==> config.mk <==
export PLATFORM = sky130hd
export DESIGN_NAME = axis_capture_ctrl
export DESIGN_NICKNAME = d
export VERILOG_FILES = /design/src/rtl/axis_capture_ctrl.sv
export SDC_FILE = /design/constraint.sdc
export NUM_CORES = 1
export LEC_CHECK = 0
export CORE_UTILIZATION = 50
export CTS_CLUSTER_SIZE = 25
export DETAILED_ROUTE_END_ITERATION = 8
export PLACE_DENSITY = 0.94
export SLEW_MARGIN = 5
export SYNTH_ARGS = -nofsm -noshare
export SYNTH_HDL_FRONTEND = slang
export SYNTH_SLANG_ARGS = --single-unit
==> constraint.sdc <==
create_clock -name clk -period 6.4 [get_ports clk]
set_input_delay 0.64 -clock clk [delete_from_list [all_inputs] [get_ports clk]]
set_output_delay 0.64 -clock clk [all_outputs]
set_load 0.03 [all_outputs]
==> src/rtl/axis_capture_ctrl.sv <==
// Capture sequencer for a circular AXI-stream buffer: arm/clear, pre/post-trigger fill, framed drain.
// Optional abort input is enabled by defining CAPTURE_CTRL_ABORT_EN.
module axis_capture_ctrl #(
   parameter int MEMORY_DEPTH = 32,
   parameter int DATA_WIDTH   = 32,
   parameter int POST_SAMPLES = 16,
   localparam int AW = $clog2(MEMORY_DEPTH)
) (
   input  logic                  clk,
   input  logic                  rst,
   input  logic                  arm,
   input  logic                  trigger,
   output logic                  busy,
   output logic                  trig_ready,
   output logic                  done,
   input  logic                  s_axis_tvalid,
   output logic                  s_axis_tready,
   input  logic [DATA_WIDTH-1:0] s_axis_tdata,
   output logic                  buf_tvalid,
   output logic [DATA_WIDTH-1:0] buf_tdata,
   output logic                  buf_tlast,
   output logic [AW-1:0]         buf_addr,
   input  logic [DATA_WIDTH-1:0] buf_dout,
   output logic                  m_axis_tvalid,
   input  logic                  m_axis_tready,
   output logic [DATA_WIDTH-1:0] m_axis_tdata,
   output logic                  m_axis_tlast
`ifdef CAPTURE_CTRL_ABORT_EN
   ,
   input  logic                  abort
`endif
);

   localparam int CW = AW + 1;
   localparam logic [CW-1:0] DEPTH_C   = CW'(MEMORY_DEPTH);
   localparam logic [CW-1:0] LAST_C    = CW'(MEMORY_DEPTH - 1);
   localparam logic [CW-1:0] POST_C    = CW'(POST_SAMPLES - 1);
   localparam logic [CW-1:0] PRE_MIN_C = CW'(MEMORY_DEPTH - POST_SAMPLES);

   typedef enum logic [2:0] {
      ST_IDLE,
      ST_CLEAR,
      ST_FILL,
      ST_POST,
      ST_DRAIN
   } state_t;

   state_t                state;
   logic [CW-1:0]         pre_cnt;
   logic [CW-1:0]         post_cnt;
   logic [CW-1:0]         rd_cnt;
   logic                  pend_vld;
   logic                  pend_last;
   logic                  spare_vld;
   logic                  spare_last;
   logic [DATA_WIDTH-1:0] spare_data;
   logic                  pop;
   logic                  issue;
   logic [2:0]            fill_lvl;
   logic                  abort_hit;

`ifdef CAPTURE_CTRL_ABORT_EN
   assign abort_hit = abort && (state != ST_IDLE);
`else
   assign abort_hit = 1'b0;
`endif

   assign s_axis_tready = 1'b1;
   assign buf_tdata     = s_axis_tdata;
   assign buf_tvalid    = s_axis_tvalid && ((state == ST_FILL) || (state == ST_POST));
   assign buf_tlast     = (state == ST_CLEAR);
   assign busy          = (state != ST_IDLE);
   assign trig_ready    = (state == ST_FILL) && (pre_cnt >= PRE_MIN_C);

   // Entries the skid will hold once the in-flight read lands; a new read may
   // only be issued if that leaves a free slot for it.
   assign pop      = m_axis_tvalid && m_axis_tready;
   assign fill_lvl = 3'(m_axis_tvalid) + 3'(spare_vld) + 3'(pend_vld) - 3'(pop);
   assign issue    = (state == ST_DRAIN) && (rd_cnt < DEPTH_C) && (fill_lvl <= 3'd1);

   always_ff @(posedge clk) begin
      if (rst) begin
         state         <= ST_IDLE;
         done          <= 1'b0;
         pre_cnt       <= '0;
         post_cnt      <= '0;
         rd_cnt        <= '0;
         buf_addr      <= '0;
         pend_vld      <= 1'b0;
         pend_last     <= 1'b0;
         spare_vld     <= 1'b0;
         spare_last    <= 1'b0;
         spare_data    <= '0;
         m_axis_tvalid <= 1'b0;
         m_axis_tdata  <= '0;
         m_axis_tlast  <= 1'b0;
      end else begin
         done <= 1'b0;
         if (abort_hit) begin
            state         <= ST_IDLE;
            done          <= 1'b1;
            m_axis_tvalid <= 1'b0;
            m_axis_tlast  <= 1'b0;
            spare_vld     <= 1'b0;
            pend_vld      <= 1'b0;
         end else begin
            case (state)
               ST_IDLE: begin
                  if (arm) begin
                     state <= ST_CLEAR;
                  end
               end
               ST_CLEAR: begin
                  pre_cnt       <= '0;
                  post_cnt      <= '0;
                  rd_cnt        <= '0;
                  buf_addr      <= '0;
                  pend_vld      <= 1'b0;
                  spare_vld     <= 1'b0;
                  m_axis_tvalid <= 1'b0;
                  m_axis_tlast  <= 1'b0;
                  state         <= ST_FILL;
               end
               ST_FILL: begin
                  if (s_axis_tvalid && (pre_cnt < DEPTH_C)) begin
                     pre_cnt <= pre_cnt + 1'b1;
                  end
                  if (trigger && trig_ready) begin
                     state <= ST_POST;
                  end
               end
               ST_POST: begin
                  if (s_axis_tvalid) begin
                     post_cnt <= post_cnt + 1'b1;
                     if (post_cnt == POST_C) begin
                        state <= ST_DRAIN;
                     end
                  end
               end
               ST_DRAIN: begin
                  pend_vld  <= issue;
                  pend_last <= issue && (rd_cnt == LAST_C);
                  if (issue) begin
                     rd_cnt   <= rd_cnt + 1'b1;
                     buf_addr <= buf_addr + 1'b1;
                  end
                  // Output register refills from the spare first so order is kept.
                  if (!m_axis_tvalid || pop) begin
                     if (spare_vld) begin
                        m_axis_tvalid <= 1'b1;
                        m_axis_tdata  <= spare_data;
                        m_axis_tlast  <= spare_last;
                        spare_vld     <= pend_vld;
                        spare_data    <= buf_dout;
                        spare_last    <= pend_last;
                     end else if (pend_vld) begin
                        m_axis_tvalid <= 1'b1;
                        m_axis_tdata  <= buf_dout;
                        m_axis_tlast  <= pend_last;
                     end else begin
                        m_axis_tvalid <= 1'b0;
                        m_axis_tlast  <= 1'b0;
                     end
                  end else if (pend_vld) begin
                     spare_vld  <= 1'b1;
                     spare_data <= buf_dout;
                     spare_last <= pend_last;
                  end
                  if (pop && m_axis_tlast) begin
                     state <= ST_IDLE;
                     done  <= 1'b1;
                  end
               end
               default: state <= ST_IDLE;
            endcase
         end
      end
   end

endmodule

# ---- Word-level counts from Yosys, hierarchy flattened
# Cells that the tools add are included.
dict set report word_totals {
  regBits 97
  output_inout_bits 77
}
dict set report classes {
  addsub 7
  n_eq_ne 16
  n_mux 35
  n_reduce_logical 28
  n_lt_le_gt_ge 4
  n_bitwise 1
}
# op count
set ops {}
lappend ops {{32-bit two-way mux} 4}
lappend ops {{6-bit one-hot mux with 2 select lines} 3}
lappend ops {{6-bit by 1-bit adder with 6-bit output, second input constant} 3}
lappend ops {{6-bit two-way mux} 3}
lappend ops {{3-bit two-way mux} 5}
lappend ops {{3-bit one-hot mux with 5 select lines} 1}
lappend ops {{1-bit two-way mux} 13}
lappend ops {{6-bit < comparator, second input constant} 2}
lappend ops {{2-bit by 1-bit inequality test with 1-bit output, second input constant} 5}
lappend ops {{5-bit one-hot mux with 2 select lines} 1}
lappend ops {{2-bit AND reduction} 5}
lappend ops {{2-bit nonzero test} 5}
lappend ops {{1-bit logical AND} 9}
lappend ops {{2-bit inequality test, second input constant} 4}
lappend ops {{1-bit one-hot mux with 2 select lines} 4}
lappend ops {{3-bit by 2-bit equality test with 1-bit output, second input constant} 2}
lappend ops {{6-bit by 4-bit equality test with 1-bit output, second input constant} 1}
lappend ops {{6-bit by 5-bit equality test with 1-bit output, second input constant} 1}
lappend ops {{6-bit by 5-bit >= comparator with 1-bit output, second input constant} 1}
lappend ops {{3-bit AND reduction} 2}
lappend ops {{5-bit by 1-bit adder with 5-bit output, second input constant} 1}
lappend ops {{5-bit two-way mux} 1}
lappend ops {{5-bit AND reduction} 1}
lappend ops {{2-bit by 1-bit adder with 3-bit output} 1}
lappend ops {{12 further kinds} 13}

# ---- Longest topological paths before layout
# Gate-level depths: netlist of the first run.
dict set report depth {
  depth_word 7
  depth_mapped 10
  depth_no_buf 10
}

# ---- Worst setup path after synthesis of the first run
# No wires, ideal clock.
dict set report synth_timing {
  kind {input -> register}
  from {input port m_axis_tready}
  to {register rd_cnt[3]}
  required_time_ps 6329
  stages 10
  slack_ps 3642
  arrival_ps 2687
  path_cell_list {and2_1 -> ha_1 -> inv_1 -> fa_1 -> inv_1 -> ha_1 -> nor2b_1 -> nand3_2 -> or4_1 -> a21oi_1}
}
dict set report synth_via {
  elab_chain_cells 6
}
# element line
set synth_lines {}
lappend synth_lines {{start: declaration} 25} ;# input logic m_axis_tready,
lappend synth_lines {{1-bit logical AND} 77} ;# assign pop = m_axis_tvalid && m_axis_tready;
lappend synth_lines {{3-bit by 1-bit subtractor with 3-bit output} 78} ;# assign fill_lvl = 3'(m_axis_tvalid) + 3'(spare_vld) + 3'(pend_vld) - 3'(pop);
lappend synth_lines {{3-bit by 1-bit <= comparator with 1-bit output} 79} ;# assign issue = (state == ST_DRAIN) && (rd_cnt < DEPTH_C) && (fill_lvl <= 3'd1);
lappend synth_lines {{1-bit logical AND} 79}
lappend synth_lines {{2-bit inequality test (no source line)} --}
lappend synth_lines {{2-bit AND reduction (no source line)} --}
lappend synth_lines {{end signal: assignment} 144} ;# rd_cnt <= rd_cnt + 1'b1;
lappend synth_lines {{end: declaration} 51} ;# logic [CW-1:0] rd_cnt;
# No other way between the ends.
# A chain may end at the register's enable or synchronous reset.

# ---- Worst setup path after layout of the first run
# Ends and elaborated chain as after synthesis.

==> impl_metrics.ini, run 1 <==
[detailed_routing]
postRouteAntennaNets = 0
dr_total_vias = 3725
wl_mm = 10.0
routed_via_density = 5.64
drc_errors = 0
drt-pass1-iter-count = 5
wire_per_inst_um = 15.2
drt_iter0_drc = 227

[worst_setup_path]
crit_chain = clkdlybuf4s50_1, and2_1, ha_1, inv_1, fa_1, inv_1, ha_1, nor2b_1, nand3_2, or4_1, a21oi_1
cp.required_ps = 6680
cp_slowest_cell = or4_1
crit_type = input pin to register
r2r_cells = 10
r2r_end = rd_cnt[3]$_SDFFE_PP0P_
max_stage_delay_ps = 510
crit_path_start = m_axis_tready
worstSetupEndpoint = rd_cnt[3]$_SDFFE_PP0P_
crit_path_start_kind = input pin
cp_top_family = simple AND/OR/NAND/NOR gates
r2r_start = m_axis_tvalid$_SDFFE_PP0P_
worst-path-buf-inv = 3
crit_fanout = 8
setup.worst_path.end_class = register
critical_path_depth = 11
r2r_slack_ps = 3600
worstPathArrival_ps = 3430

[synthesis]
netlist_area_sq_um = 4660
async_flop_share = 0
ys.flop_type = dfxtp_1
synth-seq-cells = 97
ys_types = 52
post-synth-top-count-cell = dfxtp_1
synth_top_cell_area_share = 0.416
synth_edf_count = 0
syn_avg_cell_area_sq_um = 9.00
yosys.area.top_type = dfxtp_1
yosys_warnings = 0
syn_nets = 595
seq_area_frac_synth = 0.416
ys_top_cells_by_count = 97 x dfxtp_1, 84 x nand2_1, 66 x mux2i_1
syn_inst = 518
synth.area.top_cells = dfxtp_1 42%, mux2i_1 14%, nand2_1 6.8%

[timing]
worst_pin_slew_ps = 1120
setup_viol = 0
slew_headroom = 0.251
grt_setup_unrepaired = no
timing.setup.tns_ps = 0
max_freq_ghz = 0.317
drv_slew = 0
finalHoldViolCount = 0
finalCriticalPeriod_ps = 3160
clock_skew_ps = 15.5
fin_crit_sh = 0.493
timing.hold.ws_ps = 462
fin_ws_ps = 3240

[finish]
drive_gt1_frac = 0.0761
antenna_cells = 0
fin_util = 0.613
design_area_sq_um = 5450
syn_to_final_growth_pct = 16.8
nets = 624
final_cells = 660

[placement]
dp_hpwl_mm = 6.78
place_ws_ps = 2930
place_congestion = 0.902
io_buffer_count = 81
dp_cells = 644
placed_cell_area_sq_um = 5230

[clock_network]
hold_buffers = 0
cts_tree = done
cts_sinks = 97
cts_buffers = 9
clockBufferDepth = 2
clock_latency_ps = 370
cts_setup_buffers = 0
cts_resized = 0
clock_tree.root_cell = clkbuf_8
htree_levels = 3
clkSlewWorstSetupHoldPaths_ps = 90

[global_route]
grt_max_degree = 75
antenna_found_initial = 0
grt_first_pass_wirelength_mm = 16.8
grt_pass1_vias = 3693
globalRouteOverflowTotal = 0
grt_use_total = 0.214

[power_and_ir_drop]
power.density_nw_per_um2 = 208
p_leak_nw = 1.78
p_total_mw = 1.13
ir_drop_mv = 0.127

[floorplanning]
core_sq_um = 8890
dieArea_sq_um = 9720
die_h_um = 98.6
pin_count = 147
rows = 34
die_w_um = 98.6
start_util = 0.524

[job]
cap_violations = 0

[run_status]
status = completed

[hold_path]
hold_class = register to register
[cells in the final DEF (no fill, tap or decap), types with 5 or more instances in the layout]
master / n
o21ai_0: 10
nor3_1: 5
ha_1: 6
clkdlybuf4s50_1: 80
nand2_1: 84
nand4_1: 6
a211oi_1: 22
a211oi_2: 10
nand3_1: 6
inv_1: 5
dfxtp_1: 96
clkbuf_8: 11
nor2_1: 56
nor2b_1: 10
mux2i_1: 66
a21oi_1: 11
xor2_1: 7
[logic make-up (layout without fill, tap and decap cells)]
family                     Yosys count  after routing  synth area share
other                                1              1          0.000804
and+or+nand+nor                    192            192             0.189
muxes                               68             68             0.146
buffers and inverters               73            107            0.0928
DFF                                 97             97             0.416
xor gates and xnor gates            11             11            0.0207
AOI/OAI and AO/OA                   69             69             0.113
adders and majority gates            7              7            0.0204
[power by group]
part / leakage [nW] / internal [mW] / switching (mW)
sequential: 0.782 / 0.606 / 0.00993
clock: 0.102 / 0.204 / 0.217
combinational: 0.898 / 0.0413 / 0.0536
total: 1.78 / 0.851 / 0.280
[sequential cells by signal (all words and copies together), names as in the netlist]
signal,cells
spare_vld,1
m_axis_tlast,1
done,1
m_axis_tvalid,1
post_cnt,6
pre_cnt,6
pend_vld,1
spare_last,1
buf_addr,5
state,3
pend_last,1
spare_data,32
rd_cnt,6
m_axis_tdata,32
[worst min-delay path by stage]
stage | startpoint | endpoint | slack (ps) | cells after the start
final | spare_data[4]$_SDFFE_PP0P_ | spare_data[4]$_SDFFE_PP0P_ | 460 | 2
after global routing | spare_data[15]$_SDFFE_PP0P_ | spare_data[15]$_SDFFE_PP0P_ | 470 | 2
after CTS | spare_data[4]$_SDFFE_PP0P_ | spare_data[4]$_SDFFE_PP0P_ | 460 | 2
after detailed placement | spare_data[4]$_SDFFE_PP0P_ | spare_data[4]$_SDFFE_PP0P_ | 450 | 2
after global placement | spare_data[24]$_SDFFE_PP0P_ | spare_data[24]$_SDFFE_PP0P_ | 440 | 2
after floorplan | spare_data[0]$_SDFFE_PP0P_ | spare_data[0]$_SDFFE_PP0P_ | 430 | 2
[worst min-delay path, stage by stage (launching register included)]
cell and delay, ps:
dfxtp_1 320, nand2_1 50, mux2i_1 50
[layer usage]
metal / GRT usage / vias to the layer above / part of all wire
met4: 0.0850 / 0 / 0.017
met5: 0 / - / 0
met3: 0.0482 / 19 / 0.063
met2: 0.380 / 146 / 0.49
met1: 0.249 / 1753 / 0.43
li1: - / 1807 / -
[layout make-up]
class | count | area [sq um]
tap | 108 | 135
clock buffer | 11 | 151
multi-input combinational | 348 | 2300
timing repair buffer | 85 | 836
inverter | 6 | 22.5
clock inverter | 5 | 62.6
sequential | 97 | 1940
fill | 704 | 3440
No activity file was read; power rests on OpenSTA's default activity.
==> run 2: changes to the inputs <==
--- a/config.mk
+++ b/config.mk
@@ -5,10 +5,10 @@
 export SDC_FILE = /design/constraint.sdc
 export NUM_CORES = 1
 export LEC_CHECK = 0
-export CORE_UTILIZATION = 50
+export CORE_UTILIZATION = 42
 export CTS_CLUSTER_SIZE = 25
 export DETAILED_ROUTE_END_ITERATION = 8
-export PLACE_DENSITY = 0.94
+export PLACE_DENSITY = 0.85
 export SLEW_MARGIN = 5
 export SYNTH_ARGS = -nofsm -noshare
 export SYNTH_HDL_FRONTEND = slang
==> constraint.sdc (replaced) <==
create_clock -name clk -period 2.9 [get_ports clk]
set_input_delay 0.29 -clock clk [delete_from_list [all_inputs] [get_ports clk]]
set_output_delay 0.29 -clock clk [all_outputs]
set_load 0.03 [all_outputs]
==> run 2 against run 1 <==
Setup slack got worse by 2900 ps. Critical path depth increased by 1. Final cell count grew 5.9%. Clock-buffer cell count increased by 1. Sequential power up 120%. Critical endpoint is now buf_addr[4]$_SDFFE_PP0P_.
==> impl_metrics.ini, run 2 (synthesized netlist as in run 1, its figures left out) <==
[detailed_routing]
wl_mm = 10.1
postRouteAntennaNets = 0
drc_errors = 0
routed_via_density = 5.26
drt-pass1-iter-count = 4
dr_total_vias = 3679
wire_per_inst_um = 14.5
drt_iter0_drc = 202

[run_status]
status = completed

[clock_network]
hold_buffers = 0
cts_setup_buffers = 0
clock_latency_ps = 380
clkSlewWorstSetupHoldPaths_ps = 100
htree_levels = 3
clock_tree.root_cell = clkbuf_8
cts_resized = 0
cts_tree = done
cts_buffers = 9
clockBufferDepth = 2
cts_sinks = 97

[timing]
max_freq_ghz = 0.394
fin_crit_sh = 0.875
timing.setup.tns_ps = 0
clock_skew_ps = 11.8
grt_setup_unrepaired = no
slew_headroom = 0.516
finalCriticalPeriod_ps = 2540
timing.hold.ws_ps = 456
drv_slew = 0
setup_viol = 0
worst_pin_slew_ps = 721
finalHoldViolCount = 0

[finish]
final_common_cell = dfxtp_1
antenna_cells = 0
layout_common_cells = 96 x dfxtp_1, 84 x nand2_1, 80 x clkdlybuf4s50_1
top_regs = m_axis_tdata x32, spare_data x32
final_cells = 699
nets = 631
drive_gt1_frac = 0.0859
syn_to_final_growth_pct = 18.4

[power_and_ir_drop]
netSwitchingFraction = 0.253
power.density_nw_per_um2 = 436
ir_drop_mv = 0.314
clockPowerShare = 0.345
p_leak_nw = 1.81
p_total_mw = 2.40
p_comb_frac = 0.094
intPower_mw = 1.80
switchingPower_mw = 0.609
seq_power_share = 0.561

[floorplanning]
die_w_um = 107
start_util = 0.430
rows = 38
die_h_um = 107
pin_count = 147
dieArea_sq_um = 11500
core_sq_um = 10800

[worst_setup_path]
worstPathArrival_ps = 2840
crit_fanout = 5
crit_path_start_kind = input pin
cp.required_ps = 3200
setup.worst_path.end_class = register
crit_type = input pin to register

[global_route]
grt_use_total = 0.183
globalRouteOverflowTotal = 0
grt_max_degree = 48
grt_pass1_vias = 3609
grt_first_pass_wirelength_mm = 16.7
antenna_found_initial = 0

[placement]
place_congestion = 0.795
dp_cells = 683
io_buffer_count = 81
dp_hpwl_mm = 6.98

[hold_path]
hold_class = input pin to register

[job]
cap_violations = 0
run 2: critical path, stage by stage:
cell             delay (ps)
clkdlybuf4s50_1         470
and2_1                  190
ha_1                    260
inv_1                    50
fa_1                    360
inv_1                    60
ha_1                    110
nor2b_1                 200
nand3_2                 150
buf_4                   190
or3_1                   350
a21oi_1                 150
run 2: power by group through the flow:
| stage | combinational, mW | clock (mW) | sequential, mW |
|---|---|---|---|
| floorplan | 0.213 | 0 | 1.37 |
| global route | 0.249 | 0.908 | 1.35 |
| detailed placement | 0.226 | 0 | 1.38 |
| finish | 0.226 | 0.829 | 1.35 |
| CTS | 0.227 | 0.851 | 1.35 |
| global placement | 0.219 | 0 | 1.38 |
run 2: layout make-up:
class,count,area (sq um)
fill,994,5320
multi-input combinational,348,2300
sequential,97,1940
timing repair buffer,92,901
tap,140,175
clock buffer,12,155
clock inverter,4,26.3
inverter,6,22.5
run 2: final timing paths:
kind	start	endpoint	slack (ps)	depth (start not counted)
max	m_axis_tready	buf_addr[4]$_SDFFE_PP0P_	360	12
min	rst	spare_data[19]$_SDFFE_PP0P_	460	4
max reg2reg	m_axis_tvalid$_SDFFE_PP0P_	buf_addr[4]$_SDFFE_PP0P_	380	11
min reg2reg	spare_data[19]$_SDFFE_PP0P_	spare_data[19]$_SDFFE_PP0P_	460	2
run 2: per-layer routing:
metal	vias up	routed length, um	GRT usage
met1	1732	4210	0.199
li1	1820	-	-
met4	0	160	0.0656
met5	-	0	0
met2	109	5130	0.333
met3	18	608	0.0587
run 2: stage by stage:
stage | area (sq um) | setup slack (ps) | utilization
after floorplan | 4660 | 242 | -
after global placement | 5340 | 118 | 0.492
after detailed placement | 5340 | -15.7 | 0.492
after CTS | 5520 | 373 | 0.509
after global routing | 5520 | 231 | 0.509
final | 5520 | 361 | 0.509
==> run 3: changes to the inputs <==
--- a/config.mk
+++ b/config.mk
@@ -5,10 +5,10 @@
 export SDC_FILE = /design/constraint.sdc
 export NUM_CORES = 1
 export LEC_CHECK = 0
-export CORE_UTILIZATION = 42
+export CORE_UTILIZATION = 47
 export CTS_CLUSTER_SIZE = 25
 export DETAILED_ROUTE_END_ITERATION = 8
-export PLACE_DENSITY = 0.85
+export PLACE_DENSITY = 0.9
 export SLEW_MARGIN = 5
 export SYNTH_ARGS = -nofsm -noshare
 export SYNTH_HDL_FRONTEND = slang
==> constraint.sdc (replaced) <==
create_clock -name clk -period 2.6 [get_ports clk]
set_input_delay 0.26 -clock clk [delete_from_list [all_inputs] [get_ports clk]]
set_output_delay 0.26 -clock clk [all_outputs]
set_load 0.03 [all_outputs]
==> run 3 against run 2 <==
Sequential power up 12%. Clock-buffer cell count decreased by 2. First-iteration DRC count shrank 53%. Non-clock buffer count rose by 2. Via count up 0.90%. Power rose by 11%. Largest power group unchanged. Final cell count down 1.3%. Largest cell class unchanged.
==> impl_metrics.ini, run 3 (synthesized netlist as in run 1, its figures left out) <==
[finish]
layout_common_cells = 94 x dfxtp_1, 84 x nand2_1, 80 x clkdlybuf4s50_1
fillers = 818
syn_to_final_growth_pct = 18.6
final_common_cell = dfxtp_1
fin_util = 0.588
top_regs = m_axis_tdata x32, spare_data x32
final_cells = 690
nets = 633
drive_gt1_frac = 0.0927
antenna_cells = 0

[clock_network]
cts_tree = done
clock_latency_ps = 370
htree_levels = 3
cts_setup_buffers = 0
clock_tree.root_cell = clkbuf_8
clkSlewWorstSetupHoldPaths_ps = 90
hold_buffers = 0
cts_buffers = 9
clockBufferDepth = 2
cts_resized = 0
cts_sinks = 97

[floorplanning]
pin_count = 147
die_h_um = 102
rows = 35
core_sq_um = 9420
dieArea_sq_um = 10300
start_util = 0.495
die_w_um = 102

[timing]
timing.setup.tns_ps = 0
finalHoldViolCount = 0
worst_pin_slew_ps = 665
fin_ws_ps = 160
max_freq_ghz = 0.410
grt_setup_unrepaired = no
clock_skew_ps = 12.4
drv_slew = 0
setup_viol = 0
timing.hold.ws_ps = 463
slew_headroom = 0.556
fin_crit_sh = 0.938
finalCriticalPeriod_ps = 2440

[worst_setup_path]
r2r_cells = 10
worstPathArrival_ps = 2730
crit_path_start_kind = register
crit_type = register to register
crit_fanout = 7
cp_top_family = simple AND/OR/NAND/NOR gates
setup.worst_path.end_class = register
crit_chain = and2_1, ha_1, inv_1, fa_1, inv_1, ha_1, nor2b_1, nand3_2, or4_1, a21oi_1
max_stage_delay_ps = 490
cp_slowest_cell = or4_1
worst-path-buf-inv = 2
cp.required_ps = 2890
critical_path_depth = 10

[power_and_ir_drop]
p_comb_frac = 0.094
p_leak_nw = 1.82
ir_drop_mv = 0.227
switchingPower_mw = 0.708
clockPowerShare = 0.341
intPower_mw = 1.97
power.density_nw_per_um2 = 484
seq_power_share = 0.564
netSwitchingFraction = 0.265

[placement]
place_congestion = 0.817
io_buffer_count = 81
place_ws_ps = -165
dp_cells = 674
dp_hpwl_mm = 6.77

[detailed_routing]
drt-pass1-iter-count = 4
drt_iter0_drc = 94
wire_per_inst_um = 14.4
wl_mm = 9.92
dr_total_vias = 3712
drc_errors = 0
routed_via_density = 5.38
postRouteAntennaNets = 0

[hold_path]
hold_depth = 2
hold_class = register to register

[global_route]
grt_first_pass_wirelength_mm = 16.6
antenna_found_initial = 0
grt_max_degree = 67
grt_use_total = 0.201
grt_pass1_vias = 3635
globalRouteOverflowTotal = 0

[job]
cap_violations = 0

[run_status]
status = completed
[run 3: changes by cell type in the layout (fill, tap and decap cells not counted), sizes merged]
cell    delta
buf        +2
inv        +2
clkbuf     -2
[run 3: metrics by stage]
| step | power (mW) | cell area, sq um |
|---|---|---|
| floorplan | 1.77 | 4660 |
| global placement | 1.79 | 5350 |
| detailed placement | 1.79 | 5350 |
| CTS | 2.70 | 5530 |
| global route | 2.79 | 5530 |
| finish | 2.68 | 5530 |
[run 3: path summary, 6_finish.rpt]
kind                                   start                    endpoint  slack (ps)
setup / recovery  m_axis_tvalid$_SDFFE_PP0P_      rd_cnt[3]$_SDFFE_PP0P_         160
hold / removal    spare_data[5]$_SDFFE_PP0P_  spare_data[5]$_SDFFE_PP0P_         460
setup reg to reg  m_axis_tvalid$_SDFFE_PP0P_      rd_cnt[3]$_SDFFE_PP0P_         160
hold reg to reg   spare_data[5]$_SDFFE_PP0P_  spare_data[5]$_SDFFE_PP0P_         460
[run 3: tightest hold or removal path, stage by stage (launching register included)]
cell and delay (ps):
dfxtp_1 320, nand2_1 50, mux2i_1 50
[run 3: layer usage]
layer,vias up,share of wire,global-route usage
met1,1753,0.43,0.234
li1,1828,-,-
met5,-,0,0
met3,18,0.055,0.0476
met2,113,0.50,0.356
met4,0,0.013,0.0814
[run 3: cell type report]
cell class / instances / area, sq um / share of cell area
sequential: 97 / 1950 / 0.352
timing repair buffer: 94 / 928 / 0.168
clock inverter: 6 / 51.3 / 0.00927
inverter: 6 / 22.5 / 0.00407
multi-input combinational: 348 / 2300 / 0.415
clock buffer: 10 / 128 / 0.0231
tap: 129 / 161 / 0.0292
[run 3: power by group through the flow]
| stage | combinational [mW] | clock (mW) | sequential, mW |
|---|---|---|---|
| 2_1_floorplan | 0.237 | 0 | 1.53 |
| 3_3_place_gp | 0.243 | 0 | 1.54 |
| 3_5_place_dp | 0.250 | 0 | 1.54 |
| 4_1_cts | 0.252 | 0.941 | 1.51 |
| 5_1_grt | 0.276 | 1.00 | 1.51 |
| 6_report | 0.253 | 0.913 | 1.51 |
